--- config.mk ---
export PLATFORM = sky130hd
export DESIGN_NAME = axi_lite_master
export DESIGN_NICKNAME = d
export VERILOG_FILES = /design/src/rtl/axi_lite_master.sv
export SDC_FILE = /design/constraint.sdc
export NUM_CORES = 1
export LEC_CHECK = 0
export BUFFER_PORTS_ARGS = -buffer_cell sky130_fd_sc_hd__buf_2
export CORE_ASPECT_RATIO = 1.25
export CORE_UTILIZATION = 51
export CTS_CLUSTER_DIAMETER = 120
export DETAILED_ROUTE_END_ITERATION = 6
export PLACE_DENSITY = 0.89
export SLEW_MARGIN = 10
export SYNTH_ARGS = -nofsm -noshare
export SYNTH_HDL_FRONTEND = slang
export SYNTH_SLANG_ARGS = --single-unit
export TNS_END_PERCENT = 20
--- constraint.sdc ---
create_clock -name aclk -period 5 [get_ports aclk]
set_input_delay 1 -clock aclk [delete_from_list [all_inputs] [get_ports aclk]]
set_output_delay 1 -clock aclk [all_outputs]
set_load 0.05 [all_outputs]
--- src/rtl/axi_lite_master.sv ---
// AXI4-Lite master: turns one command at a time into an AXI-Lite read or write
// burst of one beat and returns a single response. All outputs are registered.
module axi_lite_master #(
   parameter int unsigned ADDR_WIDTH = 32,
   parameter int unsigned DATA_WIDTH = 32
) (
   input  logic                    aclk,
   input  logic                    aresetn,
   // command side
   input  logic                    cmd_valid,
   output logic                    cmd_ready,
   input  logic                    cmd_write,
   input  logic [ADDR_WIDTH-1:0]   cmd_addr,
   input  logic [DATA_WIDTH-1:0]   cmd_wdata,
   input  logic [DATA_WIDTH/8-1:0] cmd_wstrb,
   // response side
   output logic                    rsp_valid,
   input  logic                    rsp_ready,
   output logic                    rsp_write,
   output logic [DATA_WIDTH-1:0]   rsp_rdata,
   output logic [1:0]              rsp_resp,
   // AXI-Lite write address channel
   output logic [ADDR_WIDTH-1:0]   m_awaddr,
   output logic                    m_awvalid,
   input  logic                    m_awready,
   output logic [2:0]              m_awprot,
   // AXI-Lite write data channel
   output logic [DATA_WIDTH-1:0]   m_wdata,
   output logic [DATA_WIDTH/8-1:0] m_wstrb,
   output logic                    m_wvalid,
   input  logic                    m_wready,
   // AXI-Lite write response channel
   input  logic [1:0]              m_bresp,
   input  logic                    m_bvalid,
   output logic                    m_bready,
   // AXI-Lite read address channel
   output logic [ADDR_WIDTH-1:0]   m_araddr,
   output logic                    m_arvalid,
   input  logic                    m_arready,
   output logic [2:0]              m_arprot,
   // AXI-Lite read data channel
   input  logic [DATA_WIDTH-1:0]   m_rdata,
   input  logic [1:0]              m_rresp,
   input  logic                    m_rvalid,
   output logic                    m_rready
);

   localparam int unsigned StrbWidth = DATA_WIDTH / 8;

   typedef enum logic [2:0] {
      StIdle,
      StWrReq,
      StWrResp,
      StRdReq,
      StRdResp,
      StRsp
   } state_e;

   state_e                  state_q;
   logic                    cmd_ready_q;
   logic                    rsp_valid_q;
   logic                    rsp_write_q;
   logic [DATA_WIDTH-1:0]   rsp_rdata_q;
   logic [1:0]              rsp_resp_q;
   logic [ADDR_WIDTH-1:0]   awaddr_q;
   logic                    awvalid_q;
   logic [DATA_WIDTH-1:0]   wdata_q;
   logic [StrbWidth-1:0]    wstrb_q;
   logic                    wvalid_q;
   logic                    bready_q;
   logic [ADDR_WIDTH-1:0]   araddr_q;
   logic                    arvalid_q;
   logic                    rready_q;

   // A channel counts as done once its valid has dropped or it handshakes now
   logic aw_done;
   logic w_done;
   assign aw_done = !awvalid_q || m_awready;
   assign w_done  = !wvalid_q || m_wready;

   // Single FSM register block; every output comes straight from a flop
   always_ff @(posedge aclk or negedge aresetn) begin
      if (!aresetn) begin
         state_q     <= StIdle;
         cmd_ready_q <= 1'b0;
         rsp_valid_q <= 1'b0;
         rsp_write_q <= 1'b0;
         rsp_rdata_q <= '0;
         rsp_resp_q  <= 2'b00;
         awaddr_q    <= '0;
         awvalid_q   <= 1'b0;
         wdata_q     <= '0;
         wstrb_q     <= '0;
         wvalid_q    <= 1'b0;
         bready_q    <= 1'b0;
         araddr_q    <= '0;
         arvalid_q   <= 1'b0;
         rready_q    <= 1'b0;
      end else begin
         unique case (state_q)
            StIdle: begin
               cmd_ready_q <= 1'b1;
               if (cmd_valid && cmd_ready_q) begin
                  cmd_ready_q <= 1'b0;
                  rsp_write_q <= cmd_write;
                  if (cmd_addr[1:0] != 2'b00) begin
                     // Misaligned: answer SLVERR locally, never touch the bus
                     rsp_valid_q <= 1'b1;
                     rsp_resp_q  <= 2'b10;
                     rsp_rdata_q <= '0;
                     state_q     <= StRsp;
                  end else if (cmd_write) begin
                     awaddr_q  <= cmd_addr;
                     wdata_q   <= cmd_wdata;
                     wstrb_q   <= cmd_wstrb;
                     awvalid_q <= 1'b1;
                     wvalid_q  <= 1'b1;
                     state_q   <= StWrReq;
                  end else begin
                     araddr_q  <= cmd_addr;
                     arvalid_q <= 1'b1;
                     state_q   <= StRdReq;
                  end
               end
            end
            StWrReq: begin
               if (m_awready) awvalid_q <= 1'b0;
               if (m_wready)  wvalid_q  <= 1'b0;
               if (aw_done && w_done) begin
                  bready_q <= 1'b1;
                  state_q  <= StWrResp;
               end
            end
            StWrResp: begin
               if (m_bvalid && bready_q) begin
                  bready_q    <= 1'b0;
                  rsp_resp_q  <= m_bresp;
                  rsp_rdata_q <= '0;
                  rsp_valid_q <= 1'b1;
                  state_q     <= StRsp;
               end
            end
            StRdReq: begin
               if (m_arready) begin
                  arvalid_q <= 1'b0;
                  rready_q  <= 1'b1;
                  state_q   <= StRdResp;
               end
            end
            StRdResp: begin
               if (m_rvalid && rready_q) begin
                  rready_q    <= 1'b0;
                  rsp_rdata_q <= m_rdata;
                  rsp_resp_q  <= m_rresp;
                  rsp_valid_q <= 1'b1;
                  state_q     <= StRsp;
               end
            end
            StRsp: begin
               if (rsp_ready) begin
                  rsp_valid_q <= 1'b0;
                  cmd_ready_q <= 1'b1;
                  state_q     <= StIdle;
               end
            end
            default: state_q <= StIdle;
         endcase
      end
   end

   assign cmd_ready = cmd_ready_q;
   assign rsp_valid = rsp_valid_q;
   assign rsp_write = rsp_write_q;
   assign rsp_rdata = rsp_rdata_q;
   assign rsp_resp  = rsp_resp_q;
   assign m_awaddr  = awaddr_q;
   assign m_awvalid = awvalid_q;
   assign m_awprot  = 3'b000;
   assign m_wdata   = wdata_q;
   assign m_wstrb   = wstrb_q;
   assign m_wvalid  = wvalid_q;
   assign m_bready  = bready_q;
   assign m_araddr  = araddr_q;
   assign m_arvalid = arvalid_q;
   assign m_arprot  = 3'b000;
   assign m_rready  = rready_q;

endmodule

-- After elaboration in Yosys (flattened, before gate mapping)
Index checks and enable logic that the tools add are counted.
- output and inout port bits: 148
- bits of input ports: 114
- register bits: 145
- logic and storage cells: 109
- equality and inequality tests: 17
- reduce and logical (&&, ||, !) cells: 29
- bitwise gates (word level): 2
- mux-type cells: 46
- operators by type and width (kind ; count):
    32-bit 2-to-1 mux ; 4
    32-bit one-hot mux with 3 select lines ; 1
    2-bit != test (second input constant) ; 12
    3-bit 2-to-1 mux ; 7
    1-bit 2-to-1 mux ; 20
    5-bit AND reduction ; 4
    3-bit one-hot mux with 6 select lines ; 1
    1-bit one-hot mux with 2 select lines ; 6
    6-bit AND reduction ; 2
    2-bit nonzero test ; 6
    2-bit 2-to-1 mux ; 5
    4-bit AND reduction ; 2
    3-bit by 2-bit == test with 1-bit output (second input constant) ; 2
    3-bit == test (second input constant) ; 2
    2-bit one-hot mux with 3 select lines ; 1
    3-bit AND reduction ; 2
    1-bit logical AND ; 4
    1-bit one-hot mux with 4 select lines ; 1
    2-bit AND reduction ; 2
    4-bit nonzero test ; 1
    3-bit by 1-bit == test with 1-bit output (second input constant) ; 1
    3-bit zero test ; 1
    3-bit nonzero test ; 1
    1-bit zero test ; 2
    2 further kinds ; 4

-- Depth between registers and ports, before layout
- depth in word-level cells: 5
- mapped depth: 6
- depth with buffers taken out: 4

-- Worst setup path after synthesis
No wires, ideal clock.
- kind: input to register
- from: input cmd_valid
- to: register araddr_q[24], in the netlist m_araddr[24]
- path buffers: 2
- data required time: 4.873 ns
- arrival: 2.172 ns
- slack: 2.700 ns
- stages on the path: 6
- library setup time: 0.127 ns
- path through: nand2_1 -> nor4_4 -> and3b_1 -> buf_6 -> buf_8 -> mux2_1
- cells in the longest elaborated chain, start to end: 2
- RTL lines (item ; line ; text):
    start, declared ; 10 ; input logic cmd_valid,
    1-bit logical AND ; 103 ; if (cmd_valid && cmd_ready_q) begin
    4-bit AND reduction (no line) ; n/a ;
    end signal, assigned ; 120 ; araddr_q <= cmd_addr;
    end, declared ; 71 ; logic [ADDR_WIDTH-1:0] araddr_q;
Every way passes these cells.
A chain may end at the register's enable or synchronous reset.

-- Worst setup path in the final report
- from: register state_q[0]
- to: register wstrb_q[2], in the netlist m_wstrb[2]
- cells in the longest elaborated chain, start to end: 2
- RTL lines (item ; line ; text):
    start, declared ; 59 ; state_e state_q;
    start signal, assigned ; 84 ; state_q <= StIdle;
    start signal, assigned ; 111 ; state_q <= StRsp;
    start signal, assigned ; 118 ; state_q <= StWrReq;
    3-bit zero test ; 100 ; unique case (state_q)
    4-bit AND reduction (no line) ; n/a ;
    end signal, assigned ; 115 ; wstrb_q <= cmd_wstrb;
    end, declared ; 68 ; logic [StrbWidth-1:0] wstrb_q;
Every way passes these cells.

==> impl_metrics.csv <==
group,metric,value,unit
routing,firstDrtPassIters,6,
critical_path,cp-end-kind,"register",
timing,rsz0062_at_grt,"false",
floorplanning,die_area,12000,um2
timing,fmax,0.350,GHz
worst_hold_path,min_path_type,"register to register",
timing,hold_violations,0,
floorplanning,coreArea,11200,um2
yosys,syn_area,5890,um2
placement,gp_congestion,0.908,
routing,vias,4173,
routing,vias_per_cell,5.31,
yosys,ys.flop_type,"dfrtp_1",
timing,worst_pin_slew,1.10,ns
grt,grt_max_degree,115,
grt,grt_usage,23.3,%
routing,drc_errors,19,
yosys,synth-seq-area-share,61.6,%
clock_network,cts.path.max_buffers,2,
clock_network,cts_root_buf,"clkbuf_16",
run_status,status,"finished, violations left",
critical_path,setup.worst_path.start,"state_q[0]",
yosys,synth_cell_type_count,42,
timing,fin_skew,0.0114,ns
clock_network,cts_buffers,17,
yosys,synth_edf_count,0,
critical_path,cp.required,5.28,ns
power_and_ir_drop,p_per_area,612,nW/um2
floorplanning,num_rows,43,
clock_network,cts_max_level,4,
clock_network,post-cts-setup-buffer-count,0,
worst_hold_path,worstHoldStart,"m_awaddr[1]",
cells_and_area,diodes,0,
run_status,violations,"DRC",
placement,port-buffer-count,255,
timing,slew_headroom,26.8,%
floorplanning,die_w,98.1,um
cells_and_area,nets,752,
critical_path,crit_type,"register to register",
floorplanning,start_util,52.6,%
critical_path,cp-start-kind,"register",
grt,overflow,0,
timing,hold_ws,0.485,ns
timing,drv_slew,0,
yosys,avgSynthCellArea,15.3,um2
clock_network,hold_buffers,0,
placement,dp_hpwl,9500,um
timing,post-route-period-util,57.2,%
yosys,synth_cells,384,
critical_path,cp.arrival,3.14,ns
cells_and_area,area_delta_synth_final,32.1,%
floorplanning,die_h,122,um
power_and_ir_drop,ir_drop,0.000402,V
timing,setup_viol,0,
critical_path,cp_max_fo,70,
timing,fin_crit,2.86,ns
critical_path,path_cells,"nor4_4 > nand3_4 > mux2_1",
grt,antenna_found_initial,0,
flow_run,drv_cap,0,
cells_and_area,utilization,69.5,%
critical_path,slowest_stage,"nand3_4",
routing,wire_per_inst,17.5,um
clock_network,clock_latency,0.41,ns
clock_network,clkTransAtPathRegs,0.06,ns
routing,routed_wl,13700,um
routing,first_iter_violations,207,
cells_and_area,layout-drive-gt1-share,57.8,%
clock_network,cts_tree,"yes",
critical_path,reg2reg_from,"state_q[0]",
yosys,yosysWarningCount,0,
clock_network,cts_resized,0,
routing,drt.antenna.violating_nets,0,
critical_path,worst_path_largest_cell_delay,0.84,ns
power_and_ir_drop,cellLeakagePower,4.45,nW
grt,grt_pass1_vias,4342,
timing,tns,0,ns
clock_network,cts_num_sinks,145,
grt,grt_pass1_wl,21800,um
yosys,ys_ff_latch,145,
yosys,synthArstFlopShare,100,%
floorplanning,ios,262,
==> logic make-up (layout without fill, tap and decap cells) <==
family / count (synthesis) / in the layout / synth area share (%)
AOI/OAI and AO/OA: 65 / 65 / 8.37
muxes: 100 / 100 / 21.6
and+or+nand+nor: 42 / 42 / 4.08
DFF: 145 / 145 / 61.6
buffers and inverters: 31 / 293 / 4.27
other: 1 / 6 / 0.0637
==> worst max-delay path, delay by kind of cell, from the launching register on <==
family / cells / cell delay, ns
flops: 1 / 0.64
mux: 1 / 0.65
simple gates: 2 / 1.35
==> flip-flops by register name, summed over array words and instances, names as in the netlist <==
signal	flops
m_araddr	32
m_rready	1
m_wdata	32
rsp_rdata	32
m_wvalid	1
rsp_valid	1
m_arvalid	1
cmd_ready	1
m_bready	1
m_awvalid	1
rsp_write	1
m_awaddr	32
m_wstrb	4
rsp_resp	2
state_q	3
==> cell type report <==
class / count / area (um2)
Clock buffer: 20 / 447
Clock inverter: 12 / 181
Fill cell: 788 / 3410
Inverter: 3 / 11.3
Multi-Input combinational cell: 213 / 2040
Sequential cell: 145 / 3630
Tap cell: 135 / 169
Timing Repair Buffer: 258 / 1310
==> final timing paths <==
check | endpoint | slack (ns) | depth (start not counted)
worst max-delay path | m_wstrb[2] | 2.14 | 3
worst min-delay path | m_awaddr[1] | 0.48 | 1
worst max register to register | m_wstrb[2] | 2.14 | 3
worst min register to register | m_awaddr[1] | 0.48 | 1
max in group asynchronous | rsp_rdata[25] | 3.28 | 2
min in group asynchronous | m_araddr[0] | 0.70 | 1
==> layer usage <==
metal,up-vias,global-route usage (%),wire length (um)
met5,-,0,0
li1,1886,-,-
met4,0,9.75,278
met2,194,41.6,7390
met1,2069,27.0,5260
met3,24,4.93,812
==> synthesized netlist by cell type (3+ instances only) <==
cell / instances / area, um2
dfrtp_1: 145 / 3630
mux2_2: 43 / 484
mux2_4: 40 / 601
a22o_1: 33 / 289
mux2_1: 15 / 169
nand2_1: 13 / 48.8
o21ai_0: 9 / 45.0
a21oi_1: 8 / 40.0
buf_6: 8 / 90.1
nor2_1: 8 / 30.0
buf_2: 7 / 35.0
nor2b_1: 7 / 43.8
buf_4: 6 / 45.0
inv_1: 3 / 11.3
o22ai_1: 3 / 18.8
==> cell usage in the layout, fill, tap and decap left out, types with 2 or more instances in the layout <==
master,instances
mux2_1,15
clkinv_4,4
nor3_1,2
nand2b_1,2
mux2i_1,2
clkinv_2,2
nor4_4,2
buf_2,254
o21ai_0,9
o22ai_1,3
nand2_1,13
conb_1,6
mux2_4,40
a22o_1,33
nand3_1,2
nor2_1,8
o211ai_1,2
and2_1,2
inv_1,3
buf_4,3
dfrtp_1,145
nor2b_1,7
clkbuf_16,17
mux2_2,43
bufinv_16,4
a21oi_1,8
clkbuf_1,2
==> stage by stage <==
step | cell area [um2] | power (W) | worst slack (ns) | std cells
6_report | 7780 | 0.00477 | 2.14 | 786
3_5_place_dp | 7150 | 0.00345 | 1.73 | 754
2_1_floorplan | 5910 | 0.00298 | 2.70 | 389
4_1_cts | 7780 | 0.00480 | 2.16 | 786
5_1_grt | 7780 | 0.00493 | 1.99 | 786
3_3_place_gp | 7150 | 0.00340 | 1.87 | 754
==> where the power goes <==
| part | switching, W | leakage, nW | internal (W) |
|---|---|---|---|
| Combinational | 0.00133 | 2.20 | 0.000469 |
| Sequential | 0.000170 | 1.95 | 0.00147 |
| Clock | 0.000476 | 0.305 | 0.000851 |
| Total | 0.00198 | 4.45 | 0.00279 |
(Power assumes the default switching activity.)
